### config.mk
export PLATFORM = sky130hd
export DESIGN_NAME = fault_campaign_ctrl
export DESIGN_NICKNAME = d
export VERILOG_FILES = /design/src/rtl/fault_campaign_ctrl.sv
export SDC_FILE = /design/constraint.sdc
export NUM_CORES = 1
export LEC_CHECK = 0
export ABC_AREA = 1
export CAP_MARGIN = 40
export CORE_MARGIN = 5
export CORE_UTILIZATION = 47
export DETAILED_ROUTE_END_ITERATION = 8
export MAX_ROUTING_LAYER = met4
export PLACE_DENSITY = 0.82
export SETUP_SLACK_MARGIN = 0.1
export SYNTH_ARGS = -nofsm -noshare
export SYNTH_HDL_FRONTEND = slang
export SYNTH_SLANG_ARGS = --single-unit
export TNS_END_PERCENT = 5
### constraint.sdc
create_clock -name clk -period 3.4 [get_ports clk]
set_input_delay 0.51 -clock clk [delete_from_list [all_inputs] [get_ports clk]]
set_output_delay 0.51 -clock clk [all_outputs]
set_load 0.005 [all_outputs]
### src/rtl/fault_campaign_ctrl.sv
// Stuck-at fault campaign controller for a 4-bit adder: one golden pass, then
// one exhaustive 512-vector pass per (gate, stuck value). Optional trace port under FAULT_TRACE_EN.
module fault_campaign_ctrl #(
  parameter int NG        = 128,
  parameter int NUM_GATES = 16,
  parameter int GID_BASE  = 0,
  parameter int ERR_W     = 16
) (
  input  logic                   clk,
  input  logic                   rst,
  input  logic                   start,
  input  logic                   abort,
  output logic [3:0]             X,
  output logic [3:0]             Y,
  output logic                   Cin,
  output logic [NG-1:0]          fault_en_bus,
  output logic                   fault_val,
  input  logic [3:0]             dut_S,
  input  logic                   dut_Cout,
  output logic                   busy,
  output logic                   done,
  output logic [ERR_W-1:0]       err_count,
  output logic [9:0]             gold_err,
  output logic [2*NUM_GATES-1:0] detected
`ifdef FAULT_TRACE_EN
  ,
  output logic                   trace_valid,
  output logic [5:0]             trace_pass,
  output logic [13:0]            trace_data
`endif
);

  localparam int NPASS = 1 + 2*NUM_GATES;
  localparam int PW    = $clog2(NPASS + 1);
  localparam int DW    = 2*NUM_GATES;

  typedef enum logic [1:0] {S_IDLE, S_APPLY, S_SAMPLE, S_DONE} state_e;

  state_e            state_q, state_d;
  logic [8:0]        vec_q, vec_d;
  logic [PW-1:0]     pass_q, pass_d;
  logic [NG-1:0]     fen_q, fen_d;
  logic              fv_q, fv_d;
  logic [ERR_W-1:0]  err_q, err_d;
  logic [9:0]        gold_q, gold_d;
  logic [DW-1:0]     det_q, det_d;

  logic [4:0]        gold_sum;
  logic              mismatch;
  logic              hit;
  logic [PW-1:0]     gidx;

  // Stimulus comes straight from the vector register, so the reference sum does too.
  assign gold_sum = {1'b0, vec_q[3:0]} + {1'b0, vec_q[7:4]} + {4'b0, vec_q[8]};
  assign mismatch = ({dut_Cout, dut_S} != gold_sum);
  assign hit      = (state_q == S_SAMPLE) && !abort && mismatch;
  assign gidx     = pass_q >> 1;

  always_comb begin
    state_d = state_q;
    vec_d   = vec_q;
    pass_d  = pass_q;
    fen_d   = fen_q;
    fv_d    = fv_q;
    err_d   = err_q;
    gold_d  = gold_q;
    det_d   = det_q;
    if (abort) begin
      state_d = S_IDLE;
      fen_d   = '0;
    end else begin
      case (state_q)
        S_IDLE, S_DONE: begin
          if (start) begin
            state_d = S_APPLY;
            vec_d   = '0;
            pass_d  = '0;
            fen_d   = '0;
            fv_d    = 1'b0;
            err_d   = '0;
            gold_d  = '0;
            det_d   = '0;
          end
        end
        S_APPLY: state_d = S_SAMPLE;
        S_SAMPLE: begin
          if (hit) begin
            if (pass_q == '0) begin
              gold_d = gold_q + 10'd1;
            end else begin
              if (err_q != '1) err_d = err_q + ERR_W'(1);
              det_d = det_q | (DW'(1) << (pass_q - PW'(1)));
            end
          end
          vec_d   = vec_q + 9'd1;
          state_d = S_APPLY;
          if (vec_q == 9'd511) begin
            if (pass_q == PW'(NPASS - 1)) begin
              state_d = S_DONE;
              fen_d   = '0;
              fv_d    = 1'b0;
            end else begin
              // Next pass p = pass_q+1 targets gate (p-1)>>1 with stuck value (p-1)&1.
              pass_d = pass_q + PW'(1);
              fen_d  = (NG'(1) << GID_BASE) << gidx;
              fv_d   = pass_q[0];
            end
          end
        end
        default: state_d = S_IDLE;
      endcase
    end
  end

  always_ff @(posedge clk) begin
    if (rst) begin
      state_q <= S_IDLE;
      vec_q   <= '0;
      pass_q  <= '0;
      fen_q   <= '0;
      fv_q    <= 1'b0;
      err_q   <= '0;
      gold_q  <= '0;
      det_q   <= '0;
    end else begin
      state_q <= state_d;
      vec_q   <= vec_d;
      pass_q  <= pass_d;
      fen_q   <= fen_d;
      fv_q    <= fv_d;
      err_q   <= err_d;
      gold_q  <= gold_d;
      det_q   <= det_d;
    end
  end

  assign X            = vec_q[3:0];
  assign Y            = vec_q[7:4];
  assign Cin          = vec_q[8];
  assign fault_en_bus = fen_q;
  assign fault_val    = fv_q;
  assign busy         = (state_q == S_APPLY) || (state_q == S_SAMPLE);
  assign done         = (state_q == S_DONE);
  assign err_count    = err_q;
  assign gold_err     = gold_q;
  assign detected     = det_q;

`ifdef FAULT_TRACE_EN
  logic        tv_q;
  logic [5:0]  tp_q;
  logic [13:0] td_q;

  always_ff @(posedge clk) begin
    if (rst) begin
      tv_q <= 1'b0;
      tp_q <= '0;
      td_q <= '0;
    end else begin
      tv_q <= hit;
      if (hit) begin
        tp_q <= 6'(pass_q);
        td_q <= {vec_q, dut_Cout, dut_S};
      end
    end
  end

  assign trace_valid = tv_q;
  assign trace_pass  = tp_q;
  assign trace_data  = td_q;
`endif

endmodule

==> results.py <==
metrics = {
    "synthesis": {
        "synth-seq-cells": 108,
        "synth_area_leader_cell": "dfxtp_1",
        "synth.mux.area_fraction_pct": 0,
        "synthAdderAreaFrac_pct": 3.788,
        "async_flop_share_pct": 0,
        "synth-seq-area-share_pct": 34.10,
        "synthesis.area_um2": 6341,
        "synth_warnings": 0,
        "synth_top_family_by_area": "simple AND/OR/NAND/NOR gates",
        "synth_cell_types": 43,
        "synthTopCellsByCount": "nand2_1, nor2_1, dfxtp_1",
        "synth_top_cell_area_share_pct": 34.10,
        "synthXorXnorAreaFrac_pct": 1.381,
        "syn_inst": 895,
        "synth_simple_gate_area_share_pct": 28.87,
        "synth_edf_count": 0,
        "yosys-top-cells-area": "dfxtp_1, buf_4, nand2_1",
        "synth_top_flop_cell": "dfxtp_1",
        "synth-compound-area-share_pct": 11.48,
        "post_synth.cell_area_avg_um2": 7.085,
        "yosysMostFrequentCell": "nand2_1",
    },
    "setup_path": {
        "cp.arrival_ns": 3.02,
        "endpoint_kind": "flip-flop",
        "r2r_start": "vec_q[0]$_SDFFE_PP0P_",
        "cp.required_ns": 3.69,
        "critPathKind": "reg2reg",
        "worstPathMaxFanout": 18,
        "timing.rr.end": "gold_err[3]$_SDFFE_PP0P_",
        "r2r_cells": 14,
        "rrSetupSlack_ns": 0.66,
        "crit_path_start_kind": "flip-flop",
    },
    "floorplanning": {
        "rows": 42,
        "initial_core_util_pct": 47.88,
        "die-area_um2": 15920,
        "fp.dieH_um": 126.2,
        "core_area_um2": 13240,
        "die_x_um": 126.2,
        "io_pins": 207,
    },
    "clock_network": {
        "cts_made_buffers": 9,
        "insertion_delay_ns": 0.36,
        "cts.repair.resized": 0,
        "clkTransAtPathRegs_ns": 0.08,
        "cts_tree": "yes",
        "root_buffer": "clkbuf_16",
        "post_cts_buffers": 0,
        "cts_hold_buf": 0,
        "cts_num_sinks": 108,
        "htree_levels": 3,
        "clock_path_buffers": 2,
    },
    "timing": {
        "fmax_mhz": 365.6,
        "rsz0062_at_grt": "no",
        "clock_skew_ns": 0.007654,
        "period_share_pct": 80.44,
        "tns_ns": 0,
        "tightest_slew_ns": 0.8494,
        "hold_viol": 0,
        "worst_slack_ns": 0.6649,
        "relSlewSlack_pct": 43.37,
        "period_needed_ns": 2.735,
        "drv_slew": 0,
        "finalSetupViolations": 0,
    },
    "route": {
        "avgViaCountPerCell": 4.935,
        "ant_nets": 0,
        "drc_errors": 0,
        "wl_met3_um": 1006,
        "dr.pass1.iters": 5,
        "routedWlPerCell_um": 13.05,
        "wl_um": 15190,
        "drtIter0Drc": 352,
        "highest_layer": "met4",
        "wl_met2_um": 7114,
        "met1_length_um": 6821,
        "dr_total_vias": 5744,
    },
    "power_and_ir_drop": {
        "powerDensity_nw_per_um2": 350.1,
        "switching_share_pct": 27.17,
        "seqPwrFrac_pct": 50.2,
        "p_sw_w": 0.0007085,
        "p_int_w": 0.001899,
        "peakVddDrop_mv": 0.2585,
        "clkPwrFrac_pct": 39.3,
        "p_leak_nw": 2.744,
        "combPwrFrac_pct": 10.5,
    },
    "global_routing": {
        "grt_usage_pct": 18.62,
        "grt_pass1_vias": 4972,
        "grt_pass1_wl_um": 24220,
        "antenna_found_initial": 0,
        "overflow": 0,
        "grt_max_degree": 35,
    },
    "cells_and_area": {
        "fin_cells": 1164,
        "nFillCells": 1283,
        "finish.utilization_pct": 56.24,
        "fin_nets": 1010,
        "final_area_um2": 7447,
        "drive_gt1_share_pct": 5.972,
        "synthToLayoutAreaGrowth_pct": 17.44,
        "n_antenna_cell": 0,
    },
    "place": {
        "dp.cells": 1148,
        "postPlaceCellArea_um2": 7161,
        "dp_hpwl_um": 11030,
        "gp_congestion": 0.8953,
        "numPortBuffers": 110,
        "post-place-ws_ns": 0.6793,
    },
    "min_path": {
        "hp-class": "reg2reg",
        "worstHoldEndpoint": "detected[23]$_SDFFE_PP0P_",
        "hold_depth": 2,
        "hold_path.startpoint": "detected[23]$_SDFFE_PP0P_",
    },
    "run_status": {
        "status": "finished, final reports clean",
    },
    "run": {
        "drv_cap": 0,
    },
}
==> critical path: stages (launching register included) <==
cell and delay (ns):
dfxtp_1 0.40, inv_1 0.10, fa_1 0.42, inv_1 0.09, fa_1 0.42, xnor2_1 0.16, nand2_1 0.06, nor2_1 0.09
nand3_1 0.09, nand2_1 0.08, nand2_2 0.08, buf_4 0.26, nand3_2 0.19, nand2_1 0.08, a21oi_1 0.14
==> kinds of logic (layout without fill, tap and decap cells) <==
kind of cell / Yosys count / after routing
AND/OR/NAND/NOR: 398 / 398
buffers and inverters: 229 / 227
AO/OA/AOI/OAI: 131 / 131
flip-flops: 108 / 108
adder cells (fa/ha/maj): 18 / 18
XOR/XNOR: 10 / 10
other: 1 / 96
==> layer usage <==
metal  vias to the layer above  global-route usage (%)
li1                       2913                       -
met1                      2612                   24.54
met2                       198                   28.95
met3                        21                   3.472
met4                         0                   6.120
met5                         -                       -
==> worst max path at each step <==
stage | from | endpoint | slack (ns) | depth (start not counted)
2_1_floorplan | vec_q[0]$_SDFFE_PP0P_ | detected[9]$_SDFFE_PP0P_ | 0.94 | 14
3_3_place_gp | start | detected[0]$_SDFFE_PP0P_ | 0.70 | 6
3_5_place_dp | vec_q[0]$_SDFFE_PP0P_ | gold_err[3]$_SDFFE_PP0P_ | 0.68 | 14
4_1_cts | vec_q[0]$_SDFFE_PP0P_ | gold_err[3]$_SDFFE_PP0P_ | 0.66 | 14
5_1_grt | vec_q[0]$_SDFFE_PP0P_ | gold_err[3]$_SDFFE_PP0P_ | 0.40 | 14
6_report | vec_q[0]$_SDFFE_PP0P_ | gold_err[3]$_SDFFE_PP0P_ | 0.66 | 14
==> stage by stage <==
step	hold WS, ns	power (W)
6_report	0.4512	0.002607
4_1_cts	0.4506	0.002626
3_3_place_gp	0.4412	0.001602
2_1_floorplan	0.4466	0.001609
5_1_grt	0.4808	0.002721
3_5_place_dp	0.4389	0.001609
==> layout by cell type, fill, tap and decap left out, drive strengths merged <==
master           n
nor3            20
nor2           129
nand4           51
nor3b            7
clkbuf          10
o21ai           23
conb            96
clkinv           5
a211oi           4
a31o             1
a22oi           13
or2              3
nand3           49
and3             1
o31ai            1
inv             92
fa               2
xor2             7
a221oi           1
nand2          138
ha              16
clkdlybuf4s50  110
buf             10
o21bai           1
xnor2            3
dfxtp          108
a21oi           83
o21a             4
==> power by group through the flow <==
stage | Sequential [W] | Combinational, W | Clock [W]
after floorplan | 0.00133 | 0.000275 | 0
after global placement | 0.00134 | 0.000264 | 0
after detailed placement | 0.00134 | 0.000271 | 0
after CTS | 0.00131 | 0.000273 | 0.00104
after global routing | 0.00131 | 0.000309 | 0.00110
final | 0.00131 | 0.000275 | 0.00102
==> cell type report <==
cell class | instances | area, um2 | area share [%]
flip-flops and latches | 108 | 2162 | 29.03
multi-input cells | 653 | 3251 | 43.65
inverters | 91 | 344.1 | 4.620
repair buffers | 120 | 1184 | 15.89
clock inverters | 6 | 47.55 | 0.6384
clock buffers | 10 | 239.0 | 3.209
well taps | 176 | 220.2 | 2.957
==> flip-flops by register name, indices dropped and copies added (netlist names) <==
signal	cells
detected	32
fault_en_bus	32
err_count	16
gold_err	10
vec_q	9
pass_q	6
state_q	2
fault_val	1
Note: power is estimated with default switching activity, not from simulation.
